**src/rtl/alu_pkg.sv**
```systemverilog
// alu_pkg: shared opcodes, FSM state type and flag layout for alu_seq.
// Imported by alu_seq and alu_mul_iter.
package alu_pkg;

    // Legacy 3-bit opcodes keep their values, zero-extended to 4 bits
    localparam logic [3:0] OP_HLT = 4'h0;
    localparam logic [3:0] OP_SKZ = 4'h1;
    localparam logic [3:0] OP_ADD = 4'h2;
    localparam logic [3:0] OP_AND = 4'h3;
    localparam logic [3:0] OP_XOR = 4'h4;
    localparam logic [3:0] OP_LDA = 4'h5;
    localparam logic [3:0] OP_STA = 4'h6;
    localparam logic [3:0] OP_JMP = 4'h7;
    localparam logic [3:0] OP_SUB = 4'h8;
    localparam logic [3:0] OP_OR  = 4'h9;
    localparam logic [3:0] OP_SHL = 4'hA;
    localparam logic [3:0] OP_SHR = 4'hB;
    localparam logic [3:0] OP_ROL = 4'hC;
    localparam logic [3:0] OP_ROR = 4'hD;
    localparam logic [3:0] OP_MUL = 4'hE;
    localparam logic [3:0] OP_CMP = 4'hF;

    typedef enum logic {
        ST_IDLE = 1'b0,
        ST_MUL  = 1'b1
    } state_t;

    localparam int FLG_ZERO  = 0;
    localparam int FLG_CARRY = 1;
    localparam int FLG_NEG   = 2;
    localparam int FLG_OVF   = 3;
    localparam int FLG_W     = 4;

    function automatic logic [FLG_W-1:0] mk_flags(
        input logic z,
        input logic c,
        input logic n,
        input logic v
    );
        logic [FLG_W-1:0] f;
        f            = '0;
        f[FLG_ZERO]  = z;
        f[FLG_CARRY] = c;
        f[FLG_NEG]   = n;
        f[FLG_OVF]   = v;
        return f;
    endfunction

endpackage

```
**src/rtl/alu_mul_iter.sv**
```systemverilog
// alu_mul_iter: unsigned shift-add multiplier, one multiplier bit per step,
// LSB first. Ports: clk, rst (async high), load (capture operands),
// step (one iteration), mcand/mplier operands, prod_next (product after
// the current step), done (this step is the last of WIDTH).
module alu_mul_iter
    import alu_pkg::*;
#(
    parameter int WIDTH = 8
) (
    input  logic               clk,
    input  logic               rst,
    input  logic               load,
    input  logic               step,
    input  logic [WIDTH-1:0]   mcand,
    input  logic [WIDTH-1:0]   mplier,
    output logic [2*WIDTH-1:0] prod_next,
    output logic               done
);

    localparam int CW = $clog2(WIDTH + 1);

    logic [2*WIDTH-1:0] prod_q, prod_d;
    logic [WIDTH-1:0]   mcand_q, mcand_d;
    logic [CW-1:0]      count_q, count_d;
    logic [WIDTH:0]     sum;

    // Upper half accumulates; lower half holds the unconsumed multiplier
    // bits and shifts right as product bits settle into it.
    always_comb begin
        sum = {1'b0, prod_q[2*WIDTH-1:WIDTH]}
            + (prod_q[0] ? {1'b0, mcand_q} : '0);
        prod_next = {sum, prod_q[WIDTH-1:1]};
    end

    always_comb begin
        prod_d  = prod_q;
        mcand_d = mcand_q;
        count_d = count_q;
        done    = 1'b0;
        if (load) begin
            prod_d  = {{WIDTH{1'b0}}, mplier};
            mcand_d = mcand;
            count_d = '0;
        end else if (step) begin
            prod_d  = prod_next;
            count_d = count_q + CW'(1);
            done    = (count_q == CW'(WIDTH - 1));
        end
    end

    always_ff @(posedge clk or posedge rst) begin
        if (rst) begin
            prod_q  <= '0;
            mcand_q <= '0;
            count_q <= '0;
        end else begin
            prod_q  <= prod_d;
            mcand_q <= mcand_d;
            count_q <= count_d;
        end
    end

endmodule

```
**src/rtl/alu_seq.sv**
```systemverilog
// alu_seq: sequential ALU with registered result/flags and start/busy/done.
// Ports: clk, rst (async high), alu_enable, op_code, data, accum in;
// alu_out, zero, carry, neg, ovf, acc_zero, busy, done out.
module alu_seq
    import alu_pkg::*;
#(
    parameter int WIDTH = 8
) (
    input  logic             clk,
    input  logic             rst,
    input  logic             alu_enable,
    input  logic [3:0]       op_code,
    input  logic [WIDTH-1:0] data,
    input  logic [WIDTH-1:0] accum,
    output logic [WIDTH-1:0] alu_out,
    output logic             zero,
    output logic             carry,
    output logic             neg,
    output logic             ovf,
    output logic             acc_zero,
    output logic             busy,
    output logic             done
);

    localparam int MSB = WIDTH - 1;

    state_t             state_q, state_d;
    logic [WIDTH-1:0]   alu_out_q, alu_out_d;
    logic [FLG_W-1:0]   flags_q, flags_d;
    logic               done_q, done_d;

    logic               mul_load;
    logic               mul_step;
    logic               mul_done;
    logic [2*WIDTH-1:0] mul_prod;

    logic [WIDTH:0]     add_w;
    logic [WIDTH:0]     sub_w;
    logic [WIDTH-1:0]   res;
    logic               res_c;
    logic               res_v;

    alu_mul_iter #(
        .WIDTH(WIDTH)
    ) u_mul (
        .clk       (clk),
        .rst       (rst),
        .load      (mul_load),
        .step      (mul_step),
        .mcand     (accum),
        .mplier    (data),
        .prod_next (mul_prod),
        .done      (mul_done)
    );

    // Single-cycle datapath
    always_comb begin
        add_w = {1'b0, accum} + {1'b0, data};
        sub_w = {1'b0, accum} - {1'b0, data};
        res   = accum;
        res_c = 1'b0;
        res_v = 1'b0;
        case (op_code)
            OP_ADD: begin
                res   = add_w[MSB:0];
                res_c = add_w[WIDTH];
                res_v = (accum[MSB] == data[MSB])
                     && (add_w[MSB] != accum[MSB]);
            end
            OP_SUB, OP_CMP: begin
                // Bit WIDTH of the extended difference is the borrow
                res   = sub_w[MSB:0];
                res_c = sub_w[WIDTH];
                res_v = (accum[MSB] != data[MSB])
                     && (sub_w[MSB] != accum[MSB]);
            end
            OP_AND: res = accum & data;
            OP_XOR: res = accum ^ data;
            OP_OR:  res = accum | data;
            OP_LDA: res = data;
            OP_SHL: begin
                res   = {accum[MSB-1:0], 1'b0};
                res_c = accum[MSB];
            end
            OP_SHR: begin
                res   = {1'b0, accum[MSB:1]};
                res_c = accum[0];
            end
            OP_ROL: begin
                res   = {accum[MSB-1:0], accum[MSB]};
                res_c = accum[MSB];
            end
            OP_ROR: begin
                res   = {accum[0], accum[MSB:1]};
                res_c = accum[0];
            end
            default: res = accum;
        endcase
    end

    // FSM next state and result/flag capture
    always_comb begin
        state_d   = state_q;
        alu_out_d = alu_out_q;
        flags_d   = flags_q;
        done_d    = 1'b0;
        mul_load  = 1'b0;
        mul_step  = 1'b0;
        case (state_q)
            ST_IDLE: begin
                if (alu_enable) begin
                    if (op_code == OP_MUL) begin
                        mul_load = 1'b1;
                        state_d  = ST_MUL;
                    end else begin
                        // CMP only sets flags
                        if (op_code != OP_CMP) begin
                            alu_out_d = res;
                        end
                        flags_d = mk_flags(res == '0, res_c,
                                           res[MSB], res_v);
                        done_d  = 1'b1;
                    end
                end
            end
            ST_MUL: begin
                mul_step = 1'b1;
                if (mul_done) begin
                    alu_out_d = mul_prod[MSB:0];
                    flags_d   = mk_flags(
                        mul_prod[MSB:0] == '0,
                        |mul_prod[2*WIDTH-1:WIDTH],
                        mul_prod[MSB],
                        1'b0);
                    done_d    = 1'b1;
                    state_d   = ST_IDLE;
                end
            end
            default: state_d = ST_IDLE;
        endcase
    end

    always_ff @(posedge clk or posedge rst) begin
        if (rst) begin
            state_q   <= ST_IDLE;
            alu_out_q <= '0;
            flags_q   <= '0;
            done_q    <= 1'b0;
        end else begin
            state_q   <= state_d;
            alu_out_q <= alu_out_d;
            flags_q   <= flags_d;
            done_q    <= done_d;
        end
    end

    assign alu_out  = alu_out_q;
    assign zero     = flags_q[FLG_ZERO];
    assign carry    = flags_q[FLG_CARRY];
    assign neg      = flags_q[FLG_NEG];
    assign ovf      = flags_q[FLG_OVF];
    assign busy     = (state_q == ST_MUL);
    assign done     = done_q;
    assign acc_zero = (accum == '0);

endmodule
```
**config.mk**
```make
export PLATFORM = sky130hd
export DESIGN_NAME = alu_seq
export DESIGN_NICKNAME = d
export VERILOG_FILES = /design/src/rtl/alu_pkg.sv /design/src/rtl/alu_mul_iter.sv /design/src/rtl/alu_seq.sv
export SDC_FILE = /design/constraint.sdc
export NUM_CORES = 1
export LEC_CHECK = 0
export ABC_AREA = 0
export CORE_MARGIN = 5
export CORE_UTILIZATION = 30
export DETAILED_ROUTE_END_ITERATION = 7
export SLEW_MARGIN = 20
export SYNTH_ARGS = -nofsm -noshare
export SYNTH_HDL_FRONTEND = slang
export SYNTH_SLANG_ARGS = --single-unit
```
**constraint.sdc**
```tcl
create_clock -name clk -period 3.8 [get_ports clk]
set_clock_uncertainty 0.1 [all_clocks]
set_input_delay 0.76 -clock clk [delete_from_list [all_inputs] [get_ports clk]]
set_output_delay 0.76 -clock clk [all_outputs]
set_load 0.005 [all_outputs]
```
==> out/metrics.yaml, run 1 <==
synthesis:
  synth-edff-count: 0
  synthDistinctLibCells: 64
  synth-main-ff-cell: "dfrtp_1"
  synth_nets: 539
  avgSynthCellArea_um2: 8.090
  yosysSeqAreaShare_pct: 27.12
  ys_ff_latch: 42
  async_reset_ff_share_pct: 100.0
  netlist_instances: 479
  syn_area_um2: 3875
  ys_warn_count: 0
timing:
  hold_violations: 0
  layout_setup_ws_ps: 212.7
  tightestPinTransition_ps: 677.6
  fmax_mhz: 278.8
  setup_viol: 0
  post-route-period-util_pct: 94.40
  slew_viol_final: 0
  min_period_ps: 3587
  rsz0062_at_grt: "no"
  slew_headroom_pct: 54.66
run_status:
  status: "complete, no violations"
pwr:
  ir_drop_mv: 0.1792
  p_leak_uw: 0.002032
  internal-power_uw: 1516
  switching_share_pct: 37.62
  pwr-share-seq_pct: 32.0
  powerDensity_nw_per_um2: 510.4
  switchingPower_uw: 914.2
  clkPwrFrac_pct: 20.1
  pwr-share-comb_pct: 47.8
final_layout:
  postLayoutCellArea_um2: 4761
  nNetsFinal: 588
  areaGrowthSynthToFinish_pct: 22.86
  final.fill_count: 1325
  layout-drive-gt1-share_pct: 10.80
  diodes: 0
floorplanning:
  core.rowCount: 41
  die_h_um: 123.7
  fp.dieW_um: 123.7
  die_area_um2: 15290
  start_util_pct: 30.71
  io_pins: 38
  core-area_um2: 12620
grt:
  grt_pass1_vias: 3784
  grt_overflow: 0
  grt.busiest_layer: "met2"
  grtUsageTotal_pct: 16.42
  use_met3_pct: 2.906
  antenna_found_initial: 0
  met2_usage_pct: 24.87
  grt_first_pass_wirelength_um: 19970
  grt_max_degree: 43
  grt_use_met1_pct: 23.45
critical_path:
  path_class: "in2reg"
  startpoint_type: "input pin"
  cp.required_ps: 3860
  arrival_ps: 3650
  critPathMaxFanout: 6
  endpoint_kind: "flip-flop"
detailed_routing:
  initialDrtViolationCount: 409
  drt-total-wl_um: 12430
  vias_per_cell: 5.599
  wl_per_cell_um: 17.76
  drtAntennaViolNets: 0
  vias: 3919
  drc: 0
  drtPass1Iterations: 5
clock_network:
  cts_hold_buf: 0
  clockBufferDepth: 2
  cts-resized-gates: 0
  numClockSinks: 42
  tritoncts: "built"
  cts_root_buffer: "clkbuf_16"
  path_clk_slew_ps: 60
  cts_max_level: 2
  cts_setup_buffers: 0
  clk_latency_ps: 280
  cts_inserted_buffers: 5
placed_design:
  dp_slack_ps: -4.801
  dp_hpwl_um: 9592
  io_buffers: 37
  placed_cell_area_um2: 4592
  place_congestion: 0.9621
flow_run:
  cap_violations: 0
worst_hold_path:
  min_path_type: "reg2reg"
sequential cells by signal (all words and copies together), names as in the netlist:
signal	cells
alu_out	8
busy	1
done	1
flags_q	4
u_mul.count_q	4
u_mul.mcand_q	8
u_mul.prod_q	16
per-layer routing:
| metal | part of all wire (%) | vias up |
|---|---|---|
| met4 | 2.6 | 0 |
| met3 | 6.6 | 24 |
| met1 | 46 | 1855 |
| li1 | - | 1868 |
| met5 | 0 | - |
| met2 | 44 | 172 |
path summary, 6_finish.rpt:
path                                       from          endpoint  slack, ps  cells past startpoint
worst max-delay path                   accum[0]        flags_q[1]        210                     11
worst min-delay path                 alu_out[3]        alu_out[3]        390                      1
worst max register to register  u_mul.prod_q[0]        flags_q[1]        570                     11
worst min register to register       alu_out[3]        alu_out[3]        390                      1
max in group asynchronous                   rst        alu_out[3]       2420                      3
min in group asynchronous                   rst  u_mul.prod_q[11]        820                      3
power by group through the flow:
stage / Clock (µW) / Combinational, µW / Sequential, µW
finish: 489 / 1160 / 779
CTS: 499 / 1160 / 781
floorplan: 0 / 746 / 754
global route: 517 / 1300 / 808
detailed placement: 0 / 1160 / 785
global placement: 0 / 1130 / 780
cells in the mapped netlist, drive strengths merged (4+ instances only):
library cell	n	share of area (%)
a21o	4	0.77
a21oi	28	3.6
a2bb2oi	4	0.90
a31oi	10	1.6
a41oi	4	0.90
and2	12	2.0
and3	6	0.97
buf	9	1.5
clkbuf	19	1.8
dfrtp	42	27
ha	34	11
inv	32	3.1
mux2	8	2.3
mux2i	4	1.0
nand2	46	4.5
nand2b	6	0.97
nand3	16	2.1
nand4	7	1.1
nor2	31	3.0
nor2b	10	1.6
nor3	11	1.4
nor3b	6	1.2
nor4	5	0.81
o211ai	7	1.4
o21a	7	1.4
o21ai	40	5.2
o311ai	5	1.1
o31a	4	0.90
o31ai	5	0.97
or3	5	0.81
critical path: stages:
cell             delay, ps
clkdlybuf4s50_1        650
inv_1                  100
ha_1                   230
fa_1                   450
nor3_1                 290
o31ai_1                210
a21oi_1                170
nor4_1                  60
a221oi_1               270
a21oi_1                130
a311o_1                330
cell type report:
class	count	area, µm²	area share (%)
Clock buffer	6	138.9	2.917
Clock inverter	1	30.03	0.6307
Inverter	32	120.1	2.523
Multi-Input combinational cell	377	2575	54.09
Sequential cell	42	1051	22.08
Tap cell	172	215.2	4.520
Timing Repair Buffer	70	630.6	13.25
cell usage in the layout (no fill, tap or decap), types with 11 or more instances in the layout:
cell and n:
nand2_1 46, clkdlybuf4s50_1 37, buf_4 32, inv_1 32, dfrtp_1 42, nand3_1 16
o21ai_0 38, nor3_1 11, ha_1 34, a21oi_1 28, and2_1 11, nor2_1 31
per-stage QoR:
step	utilization (%)	total power [µW]	hold slack [ps]	setup TNS (ps)	instances
6_report	37.73	2430	385.7	0	700
5_1_grt	37.73	2622	410.4	0	700
4_1_cts	37.73	2445	392.7	0	700
3_5_place_dp	36.39	1944	379.3	-4.801	693
3_3_place_gp	36.39	1913	372.1	-1.532	693
2_1_floorplan	-	1500	364.1	0	479
logic make-up (layout without fill, tap and decap cells):
group	Yosys count	count (layout)	share of synthesized area (%)
multiplexers	13	13	4.036
AND/OR/NAND/NOR	171	171	22.60
adder cells (fa/ha/maj)	37	37	12.53
AO/OA/AOI/OAI	151	151	26.15
flip-flops	42	42	27.12
XOR/XNOR	5	5	1.130
buffers and inverters	60	109	6.426
No activity file was read; power rests on OpenSTA's default activity.
==> run 2, diff against run 1 <==
--- a/config.mk
+++ b/config.mk
@@ -8,6 +8,7 @@
 export ABC_AREA = 0
 export CORE_MARGIN = 5
 export CORE_UTILIZATION = 30
+export CTS_CLUSTER_DIAMETER = 50
 export DETAILED_ROUTE_END_ITERATION = 7
 export SLEW_MARGIN = 20
 export SYNTH_ARGS = -nofsm -noshare
==> results of run 2 <==
The final DEF is identical to that of run 1; final timing and power are the same.
==> run 3, diff against run 2 <==
--- a/config.mk
+++ b/config.mk
@@ -10,7 +10,9 @@
 export CORE_UTILIZATION = 30
 export CTS_CLUSTER_DIAMETER = 50
 export DETAILED_ROUTE_END_ITERATION = 7
-export SLEW_MARGIN = 20
+export SETUP_SLACK_MARGIN = 0.2
+export SKIP_LAST_GASP = 1
+export SLEW_MARGIN = 0
 export SYNTH_ARGS = -nofsm -noshare
 export SYNTH_HDL_FRONTEND = slang
 export SYNTH_SLANG_ARGS = --single-unit
==> run 3 against run 2 <==
Net effect:
- utilization is 0.099 points higher
- non-clock buffer count stayed put
- final area is 0.26% higher
- wire length is 0.19% lower
- count of clock-buffer cells in the layout stayed put
- sequential share of layout area is 0.058 points lower
- cell count stayed put
- critical path depth is 2 lower
==> out/metrics.yaml, run 3 (same netlist as run 1, synthesis figures left out) <==
run_status:
  status: "complete, no violations"
clock_network:
  cts_max_level: 2
  numClockSinks: 42
  clockBufferDepth: 2
  tritoncts: "built"
  cts_inserted_buffers: 5
  path_clk_slew_ps: 60
  clk_latency_ps: 280
  cts_setup_buffers: 0
  cts_root_buffer: "clkbuf_16"
detailed_routing:
  m1WireLength_um: 5710
  dr_wl_met2_um: 5494
  wl_met3_um: 891
  vias: 3923
  drc: 0
  initialDrtViolationCount: 399
  drtPass1Iterations: 5
  vias_per_cell: 5.604
  wl_per_cell_um: 17.72
  highest_layer: "met4"
  drt-total-wl_um: 12410
  drtAntennaViolNets: 0
flow_run:
  cap_violations: 0
timing:
  rsz0062_at_grt: "no"
  min_period_ps: 3421
  slew_headroom_pct: 54.69
  post-route-period-util_pct: 90.03
  slew_viol_final: 0
  hold_violations: 0
  setup_viol: 0
  fmax_mhz: 292.3
  tightestPinTransition_ps: 677.2
placed_design:
  placed_cell_area_um2: 4592
  io_buffers: 37
  place_inst: 693
  dp_hpwl_um: 9592
  place_congestion: 0.9621
critical_path:
  path_class: "in2reg"
  timing.rr.start: "u_mul.prod_q[0]"
  cp.required_ps: 3890
  startpoint_type: "input pin"
  endpoint: "flags_q[2]"
  r2r_slack_ps: 550
  critPathMaxFanout: 10
  endpoint_kind: "flip-flop"
  r2r_cells: 11
  arrival_ps: 3510
  cp-startpoint: "data[3]"
  r2r-end: "flags_q[1]"
pwr:
  pwr-share-comb_pct: 47.9
  ir_drop_mv: 0.1784
  clkPwrFrac_pct: 20.0
  internal-power_uw: 1516
  switching_share_pct: 37.58
  pwr-share-seq_pct: 32.1
  powerDensity_nw_per_um2: 508.9
  switchingPower_uw: 912.9
  p_leak_uw: 0.002044
final_layout:
  final_common_cell: "nand2_1"
  postLayoutCellArea_um2: 4773
  diodes: 0
  finalNonFillerCells: 700
  mostFrequentLayoutCells: "nand2_1, dfrtp_1, o21ai_0"
  areaGrowthSynthToFinish_pct: 23.18
  final.fill_count: 1323
  nNetsFinal: 588
  top_register: "u_mul.prod_q"
  layout-drive-gt1-share_pct: 11.17
  largest_reg_flops: 16
  fin_util_pct: 37.82
floorplanning:
  die_area_um2: 15290
  core-area_um2: 12620
  fp.dieW_um: 123.7
  die_h_um: 123.7
  start_util_pct: 30.71
  core.rowCount: 41
  io_pins: 38
grt:
  grt_pass1_vias: 3784
  grt_first_pass_wirelength_um: 19970
  grt_max_degree: 43
  grtUsageTotal_pct: 16.42
  grt_overflow: 0
  antenna_found_initial: 0
worst_hold_path:
  min_path_type: "reg2reg"
  holdPathStages: 1
==> run 3: cell types whose count changed in the layout (fill, tap and decap cells not counted), sizes merged <==
| cell | previous run | this run |
|---|---|---|
| clkdlybuf4s50 | 37 | 36 |
| dlymetal6s2s | 0 | 1 |
==> run 3: critical path: stages <==
cell             delay, ps
clkdlybuf4s50_1        510
inv_1                  130
ha_1                   520
nand4_1                150
a41oi_1                320
o21ai_0                180
nor4bb_1               200
or4_4                  520
a31oi_1                220
==> run 3: layer usage <==
metal | vias up | track usage [%]
met1 | 1855 | 23.45
met5 | - | 0
li1 | 1872 | -
met2 | 176 | 24.87
met3 | 20 | 2.906
met4 | 0 | 5.744
==> run 3: cell type report <==
cell class / instances / area, µm² / share of cell area, %
clock buffer: 6 / 138.9 / 2.910
clock inverter: 1 / 30.03 / 0.6291
inverter: 32 / 120.1 / 2.516
multi-input combinational: 377 / 2585 / 54.15
sequential: 42 / 1051 / 22.02
tap: 172 / 215.2 / 4.509
timing repair buffer: 70 / 633.1 / 13.26
==> run 3: repair_timing <==
action	CTS	global route
endpoints found under the hold margin	0	0
hold buffers	0	0
endpoints found under the setup margin	0	4
gates resized for setup	0	3
==> run 3: power groups by stage <==
stage	combinational, µW	clock [µW]	sequential [µW]
finish	1160	487	779
global route	1300	517	808
CTS	1160	499	781
detailed placement	1160	0	785
global placement	1130	0	780
floorplan	746	0	754
==> run 3: worst min path at each step <==
stage,startpoint,end,slack (ps)
after global placement,alu_out[3],alu_out[3],370
after global routing,alu_out[3],alu_out[3],410
after detailed placement,alu_out[3],alu_out[3],380
after floorplan,u_mul.count_q[3],u_mul.count_q[3],360
after CTS,alu_out[3],alu_out[3],390
final,alu_out[3],alu_out[3],390
==> run 3: stage by stage <==
step                      hold WS, ps  total power [µW]  TNS, ps  setup slack, ps
after floorplan                 364.1              1500        0            830.8
after detailed placement        379.3              1944   -4.801           -4.801
after global placement          372.1              1913   -1.532           -1.532
final                           385.7              2429        0            378.9
after CTS                       392.7              2445        0            256.8
after global routing            410.4              2624        0            240.8
